===== src/rtl/keypad_divider_display_if.sv =====
// Board-side bundle: keypad matrix, seven-segment display and debug taps.
// master = the divider design, slave = the board / keypad model.
interface keypad_divider_display_if;
  logic [3:0] fil;
  logic [3:0] col;
  logic [3:0] anodo;
  logic [6:0] seven;
  logic [7:0] A_bin_debug;
  logic [7:0] B_bin_debug;
  logic [6:0] Q_debug;
  logic [6:0] R_debug;
  logic       div_done_debug;

  modport master (
    input  fil,
    output col, anodo, seven, A_bin_debug, B_bin_debug, Q_debug, R_debug, div_done_debug
  );

  modport slave (
    output fil,
    input  col, anodo, seven, A_bin_debug, B_bin_debug, Q_debug, R_debug, div_done_debug
  );
endinterface


===== src/rtl/keypad_divider_display.sv =====
// Keypad-driven two-digit divider: matrix scan + debounce, entry FSM,
// 7-step restoring divider and a 4-digit multiplexed seven-segment driver.
module keypad_divider_display #(
  parameter int SCAN_DIV     = 50000,
  parameter int DEBOUNCE_CNT = 4,
  parameter int REFRESH_DIV  = 50000
) (
  input logic clk,
  input logic rst,
  keypad_divider_display_if.master bus
);
  localparam int SW = (SCAN_DIV    > 1) ? $clog2(SCAN_DIV)    : 1;
  localparam int RW = (REFRESH_DIV > 1) ? $clog2(REFRESH_DIV) : 1;
  localparam int DW = $clog2(DEBOUNCE_CNT + 1) + 1;
  localparam logic [DW-1:0] DEB      = DW'(DEBOUNCE_CNT);
  localparam logic [3:0]    KEY_STAR = 4'd14;
  localparam logic [3:0]    C_E      = 4'd14;
  localparam logic [3:0]    C_BLANK  = 4'd15;

  typedef enum logic [1:0] {ENTER_A, ENTER_B, DIVIDE, SHOW} state_t;

  // Key codes: 0-9 digits, 10-13 = A-D, 14 = '*', 15 = '#'
  function automatic logic [3:0] key_code(input logic [1:0] row, input logic [1:0] c);
    case ({row, c})
      4'h0: key_code = 4'd1;  4'h1: key_code = 4'd2;  4'h2: key_code = 4'd3;  4'h3: key_code = 4'd10;
      4'h4: key_code = 4'd4;  4'h5: key_code = 4'd5;  4'h6: key_code = 4'd6;  4'h7: key_code = 4'd11;
      4'h8: key_code = 4'd7;  4'h9: key_code = 4'd8;  4'hA: key_code = 4'd9;  4'hB: key_code = 4'd12;
      4'hC: key_code = 4'd14; 4'hD: key_code = 4'd0;  4'hE: key_code = 4'd15; default: key_code = 4'd13;
    endcase
  endfunction

  function automatic logic [6:0] seg(input logic [3:0] d);
    case (d)
      4'd0: seg = 7'h40; 4'd1: seg = 7'h79; 4'd2: seg = 7'h24; 4'd3: seg = 7'h30;
      4'd4: seg = 7'h19; 4'd5: seg = 7'h12; 4'd6: seg = 7'h02; 4'd7: seg = 7'h78;
      4'd8: seg = 7'h00; 4'd9: seg = 7'h10; 4'd14: seg = 7'h06; default: seg = 7'h7F;
    endcase
  endfunction

  // ---------------- scanner / debounce ----------------
  logic [SW-1:0] r_scnt;
  logic [1:0]    r_cidx;
  logic [3:0]    r_fil;
  logic          r_pass_v, r_last_v, r_held, r_evt;
  logic [3:0]    r_pass_key, r_last_key, r_evt_key;
  logic [DW-1:0] r_deb;
  logic          w_stick, w_hit, w_res_v, w_same;
  logic [1:0]    w_row;
  logic [3:0]    w_key, w_res_key;
  logic [DW-1:0] w_deb_n;

  // Lowest low row in the active column; a pass result is the first column hit
  always_comb begin
    w_stick   = (r_scnt == SW'(SCAN_DIV - 1));
    w_hit     = (r_fil != 4'hF);
    w_row     = !r_fil[0] ? 2'd0 : !r_fil[1] ? 2'd1 : !r_fil[2] ? 2'd2 : 2'd3;
    w_key     = key_code(w_row, r_cidx);
    w_res_v   = r_pass_v | w_hit;
    w_res_key = r_pass_v ? r_pass_key : w_key;
    w_same    = (w_res_v == r_last_v) && (!w_res_v || (w_res_key == r_last_key));
    w_deb_n   = !w_same ? DW'(1) : (r_deb == DEB) ? DEB : r_deb + DW'(1);
  end

  // Column rotation, per-pass key capture and press/release debounce
  always_ff @(posedge clk) begin
    if (rst) begin
      r_scnt <= '0; r_cidx <= '0; r_fil <= 4'hF;
      r_pass_v <= 1'b0; r_pass_key <= '0; r_last_v <= 1'b0; r_last_key <= '0;
      r_deb <= '0; r_held <= 1'b0; r_evt <= 1'b0; r_evt_key <= '0;
    end else begin
      r_fil <= bus.fil;
      r_evt <= 1'b0;
      if (w_stick) begin
        r_scnt <= '0;
        r_cidx <= r_cidx + 2'd1;
        if (r_cidx != 2'd3) begin
          if (w_hit && !r_pass_v) begin
            r_pass_v   <= 1'b1;
            r_pass_key <= w_key;
          end
        end else begin
          r_pass_v   <= 1'b0;
          r_last_v   <= w_res_v;
          r_last_key <= w_res_key;
          r_deb      <= w_deb_n;
          if (!r_held && w_res_v && w_deb_n == DEB) begin
            r_evt     <= 1'b1;
            r_evt_key <= w_res_key;
            r_held    <= 1'b1;
          end else if (r_held && !w_res_v && w_deb_n == DEB) begin
            r_held <= 1'b0;
          end
        end
      end else begin
        r_scnt <= r_scnt + SW'(1);
      end
    end
  end

  assign bus.col = ~(4'b0001 << r_cidx);

  // ---------------- entry FSM + divider ----------------
  state_t      r_state, w_state_n;
  logic [3:0]  r_a_t, r_a_u, r_b_t, r_b_u;
  logic        r_a_tv, r_a_uv, r_b_tv, r_b_uv;
  logic [6:0]  r_a_bin, r_b_bin, r_q, r_r, r_rem, r_quo;
  logic [2:0]  r_dcnt;
  logic        r_done;
  logic        w_is_dig, w_is_clr, w_qbit;
  logic [6:0]  w_dig7, w_d10, w_sub, w_rem_n;
  logic [7:0]  w_sh;

  always_comb begin
    w_is_dig = r_evt && (r_evt_key <= 4'd9);
    w_is_clr = r_evt && (r_evt_key == KEY_STAR);
    w_dig7   = {3'b000, r_evt_key};
    w_d10    = (w_dig7 << 3) + (w_dig7 << 1);
    // remainder stays below B, so 7-bit wrap-around subtraction is exact
    w_sh     = {r_rem, r_quo[6]};
    w_qbit   = (w_sh >= {1'b0, r_b_bin});
    w_sub    = w_sh[6:0] - r_b_bin;
    w_rem_n  = w_qbit ? w_sub : w_sh[6:0];
  end

  // Next-state: two digits per operand, fixed 7-step divide, '*' always clears
  always_comb begin
    w_state_n = r_state;
    case (r_state)
      ENTER_A: if (w_is_dig && r_a_tv) w_state_n = ENTER_B;
      ENTER_B: if (w_is_dig && r_b_tv) w_state_n = DIVIDE;
      DIVIDE:  if (r_dcnt == 3'd6)     w_state_n = SHOW;
      SHOW:    if (w_is_dig)           w_state_n = ENTER_A;
      default: w_state_n = ENTER_A;
    endcase
    if (w_is_clr) w_state_n = ENTER_A;
  end

  // State register
  always_ff @(posedge clk) begin
    if (rst) r_state <= ENTER_A;
    else     r_state <= w_state_n;
  end

  // Operand entry, restoring division steps and result capture
  always_ff @(posedge clk) begin
    if (rst || w_is_clr) begin
      r_a_t <= '0; r_a_u <= '0; r_b_t <= '0; r_b_u <= '0;
      r_a_tv <= 1'b0; r_a_uv <= 1'b0; r_b_tv <= 1'b0; r_b_uv <= 1'b0;
      r_a_bin <= '0; r_b_bin <= '0; r_q <= '0; r_r <= '0;
      r_rem <= '0; r_quo <= '0; r_dcnt <= '0; r_done <= 1'b0;
    end else begin
      r_done <= 1'b0;
      case (r_state)
        ENTER_A: if (w_is_dig) begin
          if (!r_a_tv) begin r_a_t <= r_evt_key; r_a_tv <= 1'b1; r_a_bin <= w_d10; end
          else begin r_a_u <= r_evt_key; r_a_uv <= 1'b1; r_a_bin <= r_a_bin + w_dig7; end
        end
        ENTER_B: if (w_is_dig) begin
          if (!r_b_tv) begin r_b_t <= r_evt_key; r_b_tv <= 1'b1; r_b_bin <= w_d10; end
          else begin
            r_b_u <= r_evt_key; r_b_uv <= 1'b1; r_b_bin <= r_b_bin + w_dig7;
            r_rem <= '0; r_quo <= r_a_bin; r_dcnt <= '0;
          end
        end
        DIVIDE: begin
          r_rem  <= w_rem_n;
          r_quo  <= {r_quo[5:0], w_qbit};
          r_dcnt <= r_dcnt + 3'd1;
          if (r_dcnt == 3'd6) begin
            r_done <= 1'b1;
            if (r_b_bin == '0) begin r_q <= 7'h7F; r_r <= r_a_bin; end
            else begin r_q <= {r_quo[5:0], w_qbit}; r_r <= w_rem_n; end
          end
        end
        SHOW: if (w_is_dig) begin
          r_a_t <= r_evt_key; r_a_tv <= 1'b1; r_a_uv <= 1'b0;
          r_b_tv <= 1'b0; r_b_uv <= 1'b0;
          r_a_bin <= w_d10; r_b_bin <= '0; r_q <= '0; r_r <= '0;
        end
        default: ;
      endcase
    end
  end

  assign bus.A_bin_debug    = {1'b0, r_a_bin};
  assign bus.B_bin_debug    = {1'b0, r_b_bin};
  assign bus.Q_debug        = r_q;
  assign bus.R_debug        = r_r;
  assign bus.div_done_debug = r_done;

  // ---------------- display ----------------
  logic [RW-1:0] r_rcnt;
  logic [1:0]    r_ridx;
  logic          r_on;
  logic [3:0]    r_anodo;
  logic [6:0]    r_seven;
  logic [3:0]    w_code, w_qt, w_qu, w_rt, w_ru;

  // Pick the digit code for the current position (0 = leftmost)
  always_comb begin
    w_qt = 4'(r_q / 7'd10); w_qu = 4'(r_q % 7'd10);
    w_rt = 4'(r_r / 7'd10); w_ru = 4'(r_r % 7'd10);
    w_code = C_BLANK;
    if (r_state == ENTER_A || r_state == ENTER_B) begin
      case (r_ridx)
        2'd0:    w_code = r_a_tv ? r_a_t : C_BLANK;
        2'd1:    w_code = r_a_uv ? r_a_u : C_BLANK;
        2'd2:    w_code = r_b_tv ? r_b_t : C_BLANK;
        default: w_code = r_b_uv ? r_b_u : C_BLANK;
      endcase
    end else if (r_q == 7'h7F) begin
      w_code = C_E;
    end else begin
      case (r_ridx)
        2'd0:    w_code = w_qt;
        2'd1:    w_code = w_qu;
        2'd2:    w_code = w_rt;
        default: w_code = w_ru;
      endcase
    end
  end

  // Digit multiplexing; all digits dark until the first refresh step
  always_ff @(posedge clk) begin
    if (rst) begin
      r_rcnt <= '0; r_ridx <= '0; r_on <= 1'b0; r_anodo <= 4'hF; r_seven <= 7'h7F;
    end else begin
      if (r_rcnt == RW'(REFRESH_DIV - 1)) begin
        r_rcnt <= '0;
        r_on   <= 1'b1;
        if (r_on) r_ridx <= r_ridx + 2'd1;
      end else begin
        r_rcnt <= r_rcnt + RW'(1);
      end
      r_anodo <= r_on ? ~(4'b1000 >> r_ridx) : 4'hF;
      r_seven <= r_on ? seg(w_code) : 7'h7F;
    end
  end

  assign bus.anodo = r_anodo;
  assign bus.seven = r_seven;
endmodule


===== src/flat_wrapper.sv =====
// flat-port wrapper written by rule: the top's interface ports become plain ports
module keypad_divider_display_flat 
#(
  parameter int SCAN_DIV     = 50000,
  parameter int DEBOUNCE_CNT = 4,
  parameter int REFRESH_DIV  = 50000
)
  (clk, rst, bus_fil, bus_col, bus_anodo, bus_seven, bus_A_bin_debug, bus_B_bin_debug, bus_Q_debug, bus_R_debug, bus_div_done_debug);
  keypad_divider_display_if bus_i ();
  input logic clk;
  input logic rst;
  input wire logic [$bits(bus_i.fil)-1:0] bus_fil;
  output wire logic [$bits(bus_i.col)-1:0] bus_col;
  output wire logic [$bits(bus_i.anodo)-1:0] bus_anodo;
  output wire logic [$bits(bus_i.seven)-1:0] bus_seven;
  output wire logic [$bits(bus_i.A_bin_debug)-1:0] bus_A_bin_debug;
  output wire logic [$bits(bus_i.B_bin_debug)-1:0] bus_B_bin_debug;
  output wire logic [$bits(bus_i.Q_debug)-1:0] bus_Q_debug;
  output wire logic [$bits(bus_i.R_debug)-1:0] bus_R_debug;
  output wire logic [$bits(bus_i.div_done_debug)-1:0] bus_div_done_debug;
  assign bus_i.fil = bus_fil;
  assign bus_col = bus_i.col;
  assign bus_anodo = bus_i.anodo;
  assign bus_seven = bus_i.seven;
  assign bus_A_bin_debug = bus_i.A_bin_debug;
  assign bus_B_bin_debug = bus_i.B_bin_debug;
  assign bus_Q_debug = bus_i.Q_debug;
  assign bus_R_debug = bus_i.R_debug;
  assign bus_div_done_debug = bus_i.div_done_debug;
  keypad_divider_display #(.SCAN_DIV(SCAN_DIV), .DEBOUNCE_CNT(DEBOUNCE_CNT), .REFRESH_DIV(REFRESH_DIV)) u_core (.clk(clk), .rst(rst), .bus(bus_i));
endmodule

===== config.mk =====
export PLATFORM = sky130hd
export DESIGN_NAME = keypad_divider_display_flat
export DESIGN_NICKNAME = d
export VERILOG_FILES = /design/src/rtl/keypad_divider_display_if.sv /design/src/rtl/keypad_divider_display.sv /design/src/flat_wrapper.sv
export SDC_FILE = /design/constraint.sdc
export NUM_CORES = 1
export LEC_CHECK = 0
export ABC_CLOCK_PERIOD_IN_PS = 4200
export CORE_UTILIZATION = 40
export DETAILED_ROUTE_END_ITERATION = 7
export PLACE_DENSITY_LB_ADDON = 0.25
export SYNTH_ARGS = -nofsm -noshare
export SYNTH_HDL_FRONTEND = slang
export SYNTH_SLANG_ARGS = --single-unit

===== constraint.sdc =====
create_clock -name clk -period 4.2 [get_ports clk]
set_input_delay 1.26 -clock clk [delete_from_list [all_inputs] [get_ports clk]]
set_output_delay 1.26 -clock clk [all_outputs]
set_load 0.1 [all_outputs]

Word level (Yosys, flattened, before mapping)
Memory sizes are Yosys's and may differ from the RTL's. A register that Yosys moved wholly into a read port is not among the register bits.
Cells that the tools add are included.
Word-level totals
  register bits: 133
  ROM bits: 176
  input bits: 6
  output and inout bits: 46
  word-level logic and storage cells: 197
  memories kept: 2
Memories
  (no name shown): words 16, width 7, rd ports 1, clocked after Yosys merged registers in 1, write ports 0, line keypad_divider_display.sv:33  | case (d)
  (no name shown): words 16, width 4, rd ports 1, clocked after Yosys merged registers in 0, write ports 0, line keypad_divider_display.sv:24  | case ({row, c})
Operators by class
  add/sub/neg operators: 10
  divide/modulo/power cells: 4
  magnitude comparators: 2
  equal/unequal tests: 26
  shift operators: 2
  multiplexer cells: 62
  bitwise operators: 8
  reductions and logical operators: 49
Operators with widths (count)
  2-to-1 mux 7 bit: 15
  case mux 7 bit (2 select lines): 6
  2-to-1 mux 4 bit: 12
  adder 16 x 1 -> 16 bit (second input constant): 2
  equality test 16 bit (second input constant): 2
  AND reduction 3 bit: 10
  case mux 4 bit (3 select lines): 2
  != test 2 x 1 -> 1 bit (second input constant): 8
  AND reduction 4 bit: 4
  adder 7 x 4 -> 7 bit: 2
  divider 7 x 4 -> 7 bit (second input constant): 2
  modulo 7 x 4 -> 7 bit (second input constant): 2
  2-to-1 mux 1 bit: 13
  2-to-1 mux 2 bit: 6
  OR reduction 2 bit: 6
  logical AND 1 bit: 10
  nonzero test 2 bit: 5
  equality test 4 x 3 -> 1 bit (second input constant): 2
  greater-or-equal comparator 8 x 7 -> 1 bit: 1
  inverter 4 bit: 2
  case mux 2 bit (4 select lines): 1
  case mux 4 bit (2 select lines): 1
  AND reduction 2 bit: 4
  adder 7 x 5 -> 7 bit: 1
  26 further kinds: 44

Longest topological paths before layout
An unclocked memory read counts as a cell.
  depth in word-level cells: 13
  mapped depth: 23

Worst setup path before layout
No wires, ideal clock.
  kind: flip-flop to flip-flop
  start point: register u_core.r_q[3], in the netlist u_core.bus.Q_debug[3]
  end point: register u_core.r_seven[1], in the netlist u_core.bus.seven[1]
  library setup time: 0.074 ns
  data arrival time: 4.667 ns
  setup slack: -0.541 ns
  stages on the path, launching flop included: 20
  period minus slack after synthesis: 4.741 ns
  path through: dfxtp_1 buf_2 mux2i_4 xor2_1 o221ai_1 a21oi_1 nor2_1 nor2_1 mux2_2 ha_1 o311a_1 a211oi_1 a211oi_1 a32o_1 nor3b_1 nand2_1 ha_1 inv_1 o311a_1 a31oi_1
Between the ends
  longest elaborated chain between the ends: 4
  elaborated cells between the ends (all ways): 6
  those cells by class: div (2); eq/ne (1); mux (3)
RTL lines
  from (decl): line keypad_divider_display.sv:106  | logic [6:0] r_a_bin, r_b_bin, r_q, r_r, r_rem, r_quo;
  from (signal assigned): line keypad_divider_display.sv:172  | else begin r_q <= {r_quo[5:0], w_qbit}; r_r <= w_rem_n; end
  modulo 7 x 4 -> 7 bit / divider 7 x 4 -> 7 bit (equally long branches): line keypad_divider_display.sv:201  | w_qt = 4'(r_q / 7'd10); w_qu = 4'(r_q % 7'd10);
  case mux 4 bit (3 select lines): line keypad_divider_display.sv:214  | case (r_ridx)
  2-to-1 mux 4 bit (*): line keypad_divider_display.sv:211  | end else if (r_q == 7'h7F) begin
  2-to-1 mux 4 bit (*): line keypad_divider_display.sv:204  | if (r_state == ENTER_A || r_state == ENTER_B) begin
  to (decl): line keypad_divider_display.sv:196  | logic [6:0] r_seven;
Every way passes the cells marked *; elsewhere a longest branch is shown, timed or not.
A chain may end at the register's enable or synchronous reset.

Worst setup path after layout
  start point: register u_core.r_ridx[1]
  end point: register u_core.r_seven[1], in the netlist u_core.bus.seven[1]
Between the ends
  longest elaborated chain between the ends: 4
  elaborated cells between the ends (all ways): 7
  those cells by class: eq/ne (2); mux (4); reduce/logical (1)
RTL lines
  from (decl): line keypad_divider_display.sv:193  | logic [1:0] r_ridx;
  from (signal assigned): line keypad_divider_display.sv:231  | if (r_on) r_ridx <= r_ridx + 2'd1;
  equality test 2 bit, or another cell as far along: line keypad_divider_display.sv:205, keypad_divider_display.sv:214
  case mux 4 bit (3 select lines): line keypad_divider_display.sv:214
  2-to-1 mux 4 bit: line keypad_divider_display.sv:211
  2-to-1 mux 4 bit (*): line keypad_divider_display.sv:204
Marks and branches as above.

==> impl_results.md <==
* Avg Inst Size Synth at roughly 8.3 um^2
* Final wirelength at 19100 um
* Slew margin rel. at 35.1%
* Leakage Power at 0.00378 uW
* Share of power burned in registers at 43.6%
* Synth Area in Simple Gates at 20.5%
* Share of layout cells above drive strength 1 at roughly an eighth
* Reg clk slew, reported paths at ~60 ps
* I/O Buffers at just under 50
* Req. time, crit path at 4540 ps
* P per Cell Area at between 300 and 400 nW/um^2
* Max incr delay on CP at approximately 400 ps
* Final Max Slew Viols at 0
* Max rail drop VDD at approximately 0.27 mV
* Final Hold Fails at 0
* Drt first pass iters at 8
* Post-synth top area share at between 30% and 40%
* Final #Nets at around 1100
* Int Pwr at 2430 uW
* Most common cell after layout, fill and taps aside: nor2_1
* Avg WL per Cell at about 15 um
* DR vias at roughly 6800
* Seq/Total Area, Yosys at a little over a third
* Post-route ant nets at 0
* Post-Synth Adder-Cell Area at 7.99%
* CTS Buf Count at 17
* Die area at about 20000 um^2
* Endpoint class of the critical path: register
* Post-synthesis xor/xnor area fraction at around 5.5%
* Worst R2R Setup Slack at about 220 ps
* Largest net degree at the start of global routing at 34
* Worst EP arrival at 4330 ps
* Synth Area in Compound Gates at approximately 18%
* Multi-input gate area in the final layout at about 5000 um^2
* Initial detailed-routing violation count at 608
* Worst-Margin Slew at between 900 and 1000 ps
* CTS tree: done
* Maximum root-to-sink buffer count at 2
* First-pass GRT wire length at around 31000 um
* Clock power share at a little over half
* Initial core utilization at a little over 40%
* Hpwl dp at approximately 13000 um
* Post-synth ARST share at 0%
* Initial antenna violation count at 0
* CTS H-Tree Depth at 4
* Fill cell count at around 1900
* Worst R2R End: u_core.bus.seven[1]
* Clock root cell: clkbuf_16
* Clock latency at the later pin of the worst-skew pair at between 400 and 500 ps
* Mux cell area share after synthesis at around 7.7%
* RR Startpoint: u_core.r_ridx[1]
* Yosys cell types at slightly below 80
* #FFs+latches synth at 140
* WHS Endpoint: u_core.r_scnt[0]
* Final core occ at 49.1%
* CP cell instances: inv_2 > ha_4 > buf_4 > o32a_1 > nor2b_2 > a21oi_1 > nor2_1 > nor2_1 > mux2_2 > ha_1 > o311a_1 > a211oi_2 > a211oi_2 > a32o_1 > nor3b_2 > nand2_2 > ha_4 > inv_1 > o311a_1 > a31oi_1
* Critical path buffers and inverters at 3
* Final clock skew at ~8.6 ps
* P&R area growth vs syn at 19.9%
* Synth warn at 0
* Core ar. at around 20000 um^2
* R2R cell count at 20
* Total Routing Usage GR at about a fifth
* Mapped Cells at a little under 1000
* Min-delay worst type: reg -> reg
* Largest cells by area after synthesis: dfxtp_1 35%, nor2_1 7.2%, ha_1 6.7%
* Diode count at 0
* DIE WIDTH at around 140 um
* Register area at between 2000 and 3000 um^2
* # DRC at 0
* Commonest non-fill, non-tap cells in the layout: 154 x nor2_1, 131 x dfxtp_1, 63 x nand2_1
* Startpoint types: register
* Overall die height at about 140 um
* Hold path cells at 1
* GP Congestion at 0.845
* Critical Path Fanout Max at 10
* EDFF count, synth at 0
* Slowest library cell on the worst path: o32a_1
* Outcome: complete, no violations
* Combinational Power Share at 2.1%
* Netlist Area Pre-Place at between 7000 and 8000 um^2
* Largest family of logic cells by synthesized area: simple AND/OR/NAND/NOR gates
* Max Clk Rate at about 250 MHz
* Tot Pwr at a little over 3000 uW
* Vias per Instance at 5.29
* Site row count at between 50 and 60
* # clock sinks at 140
* Psw at approximately 650 uW
* Hold-fix buffers at CTS at 0
* Tcrit/Tclk final at a little over nine tenths
* Sw Share at about a fifth
* Family with the most delay on the worst path: compound AO/OA/AOI/OAI gates
* Ports at 52
* HP Start: u_core.r_scnt[0]
* Vias in the first global route at 6399
* Final Critical Period at about 4000 ps
* Hold slack at approximately 460 ps
* Post-synth top flop: dfxtp_1
* Yosys top cell by area: dfxtp_1
* Remaining global-route overflow at 0
* CP Class: reg -> reg
* Setup violators final at 0
* Max_cap viols at 0
[worst register-to-register path, cell delays in order, from the launching register on]
cell	delay, ps
dfxtp_2	330
inv_2	50
ha_4	180
buf_4	170
o32a_1	400
nor2b_2	140
a21oi_1	70
nor2_1	100
nor2_1	40
mux2_2	270
ha_1	190
o311a_1	150
a211oi_2	270
a211oi_2	130
a32o_1	240
nor3b_2	230
nand2_2	130
ha_4	320
inv_1	30
o311a_1	330
a31oi_1	130
[kinds of logic (layout without fill, tap and decap cells)]
group,Yosys count,count (layout)
AND/OR/NAND/NOR,347,347
AO/OA/AOI/OAI,222,222
flip-flops,140,140
buffers and inverters,94,156
multiplexers,58,58
XOR/XNOR,50,50
adder cells (fa/ha/maj),49,49
other,1,2
[per-stage QoR]
stage                     cells  setup TNS, ps  worst slack (ps)  instance area [um^2]
after floorplan             962              0              37.5                  8020
after global placement     1254              0              80.7                  8820
after detailed placement   1254           -159             -39.9                  8820
after CTS                  1286              0              33.7                  9480
after global routing       1289          -34.9             -13.1                  9580
final                      1289              0               215                  9580
[registers in the layout, indices dropped and copies added (netlist names), 2 cells and up]
name,flops
u_core.r_deb,4
u_core.r_rcnt,16
u_core.bus.R_debug,7
u_core.r_b_u,4
u_core.r_state,2
u_core.r_b_t,4
u_core.r_quo,7
u_core.r_scnt,16
u_core.r_b_bin,7
u_core.r_ridx,2
u_core.r_cidx,2
u_core.bus.Q_debug,7
u_core.r_a_t,4
u_core.r_last_key,4
u_core.r_rem,7
u_core.r_dcnt,3
u_core.r_a_bin,7
u_core.bus.anodo,4
u_core.r_pass_key,4
u_core.r_a_u,4
u_core.bus.seven,7
u_core.r_evt_key,4
u_core.r_fil,4
[power groups by stage]
| stage | combinational (uW) | sequential (uW) | clock [uW] |
|---|---|---|---|
| 2_1_floorplan | 50.1 | 1370 | 0 |
| 3_3_place_gp | 65.0 | 1370 | 0 |
| 3_5_place_dp | 65.6 | 1370 | 0 |
| 4_1_cts | 66.1 | 1340 | 1700 |
| 5_1_grt | 72.5 | 1340 | 1760 |
| 6_report | 65.4 | 1340 | 1670 |
[cell usage after synthesis (14+ instances only)]
master	number
nor2_1	154
dfxtp_1	140
nand2_1	64
a21oi_1	58
o21ai_0	52
inv_1	50
ha_1	43
mux2i_1	41
clkbuf_1	33
xnor2_1	29
nand3_1	25
xor2_1	21
a22oi_1	19
nor2b_1	18
nor3_1	18
a21o_1	14
[area by class of cell]
cell class                 instances  area share [%]
multi-input combinational        728            51.3
sequential                       140            29.5
timing repair buffer              73            6.91
clock buffer                      19            4.62
tap                              265            3.46
clock inverter                    13            2.22
inverter                          51            2.00
[how the worst max path moves through the flow]
| stage | startpoint | slack [ps] | cells after the start | endpoint |
|---|---|---|---|---|
| after CTS | u_core.r_ridx[1] | 30 | 21 | u_core.bus.seven[5] |
| final | u_core.r_ridx[1] | 220 | 20 | u_core.bus.seven[1] |
| after global placement | u_core.r_ridx[1] | 80 | 21 | u_core.bus.seven[3] |
| after floorplan | u_core.r_ridx[1] | 40 | 23 | u_core.bus.seven[0] |
| after detailed placement | u_core.r_ridx[1] | -40 | 20 | u_core.bus.seven[5] |
| after global routing | u_core.r_ridx[0] | -10 | 15 | u_core.bus.seven[3] |
[per-layer routing]
| metal | wire length [um] | GRT usage, % | vias to the layer above |
|---|---|---|---|
| met1 | 9110 | 25.7 | 3196 |
| met4 | 229 | 5.43 | 0 |
| li1 | - | - | 3470 |
| met2 | 9060 | 31.8 | 131 |
| met3 | 677 | 3.50 | 18 |
| met5 | 0 | 0 | - |
[what timing repair did]
action | in CTS | in global routing
pin swaps | 1 | 6
setup endpoints to repair | 5 | 6
resized for setup | 1 | 16
buffers inserted | 0 | 3
Note: power is estimated with default switching activity, not from simulation.
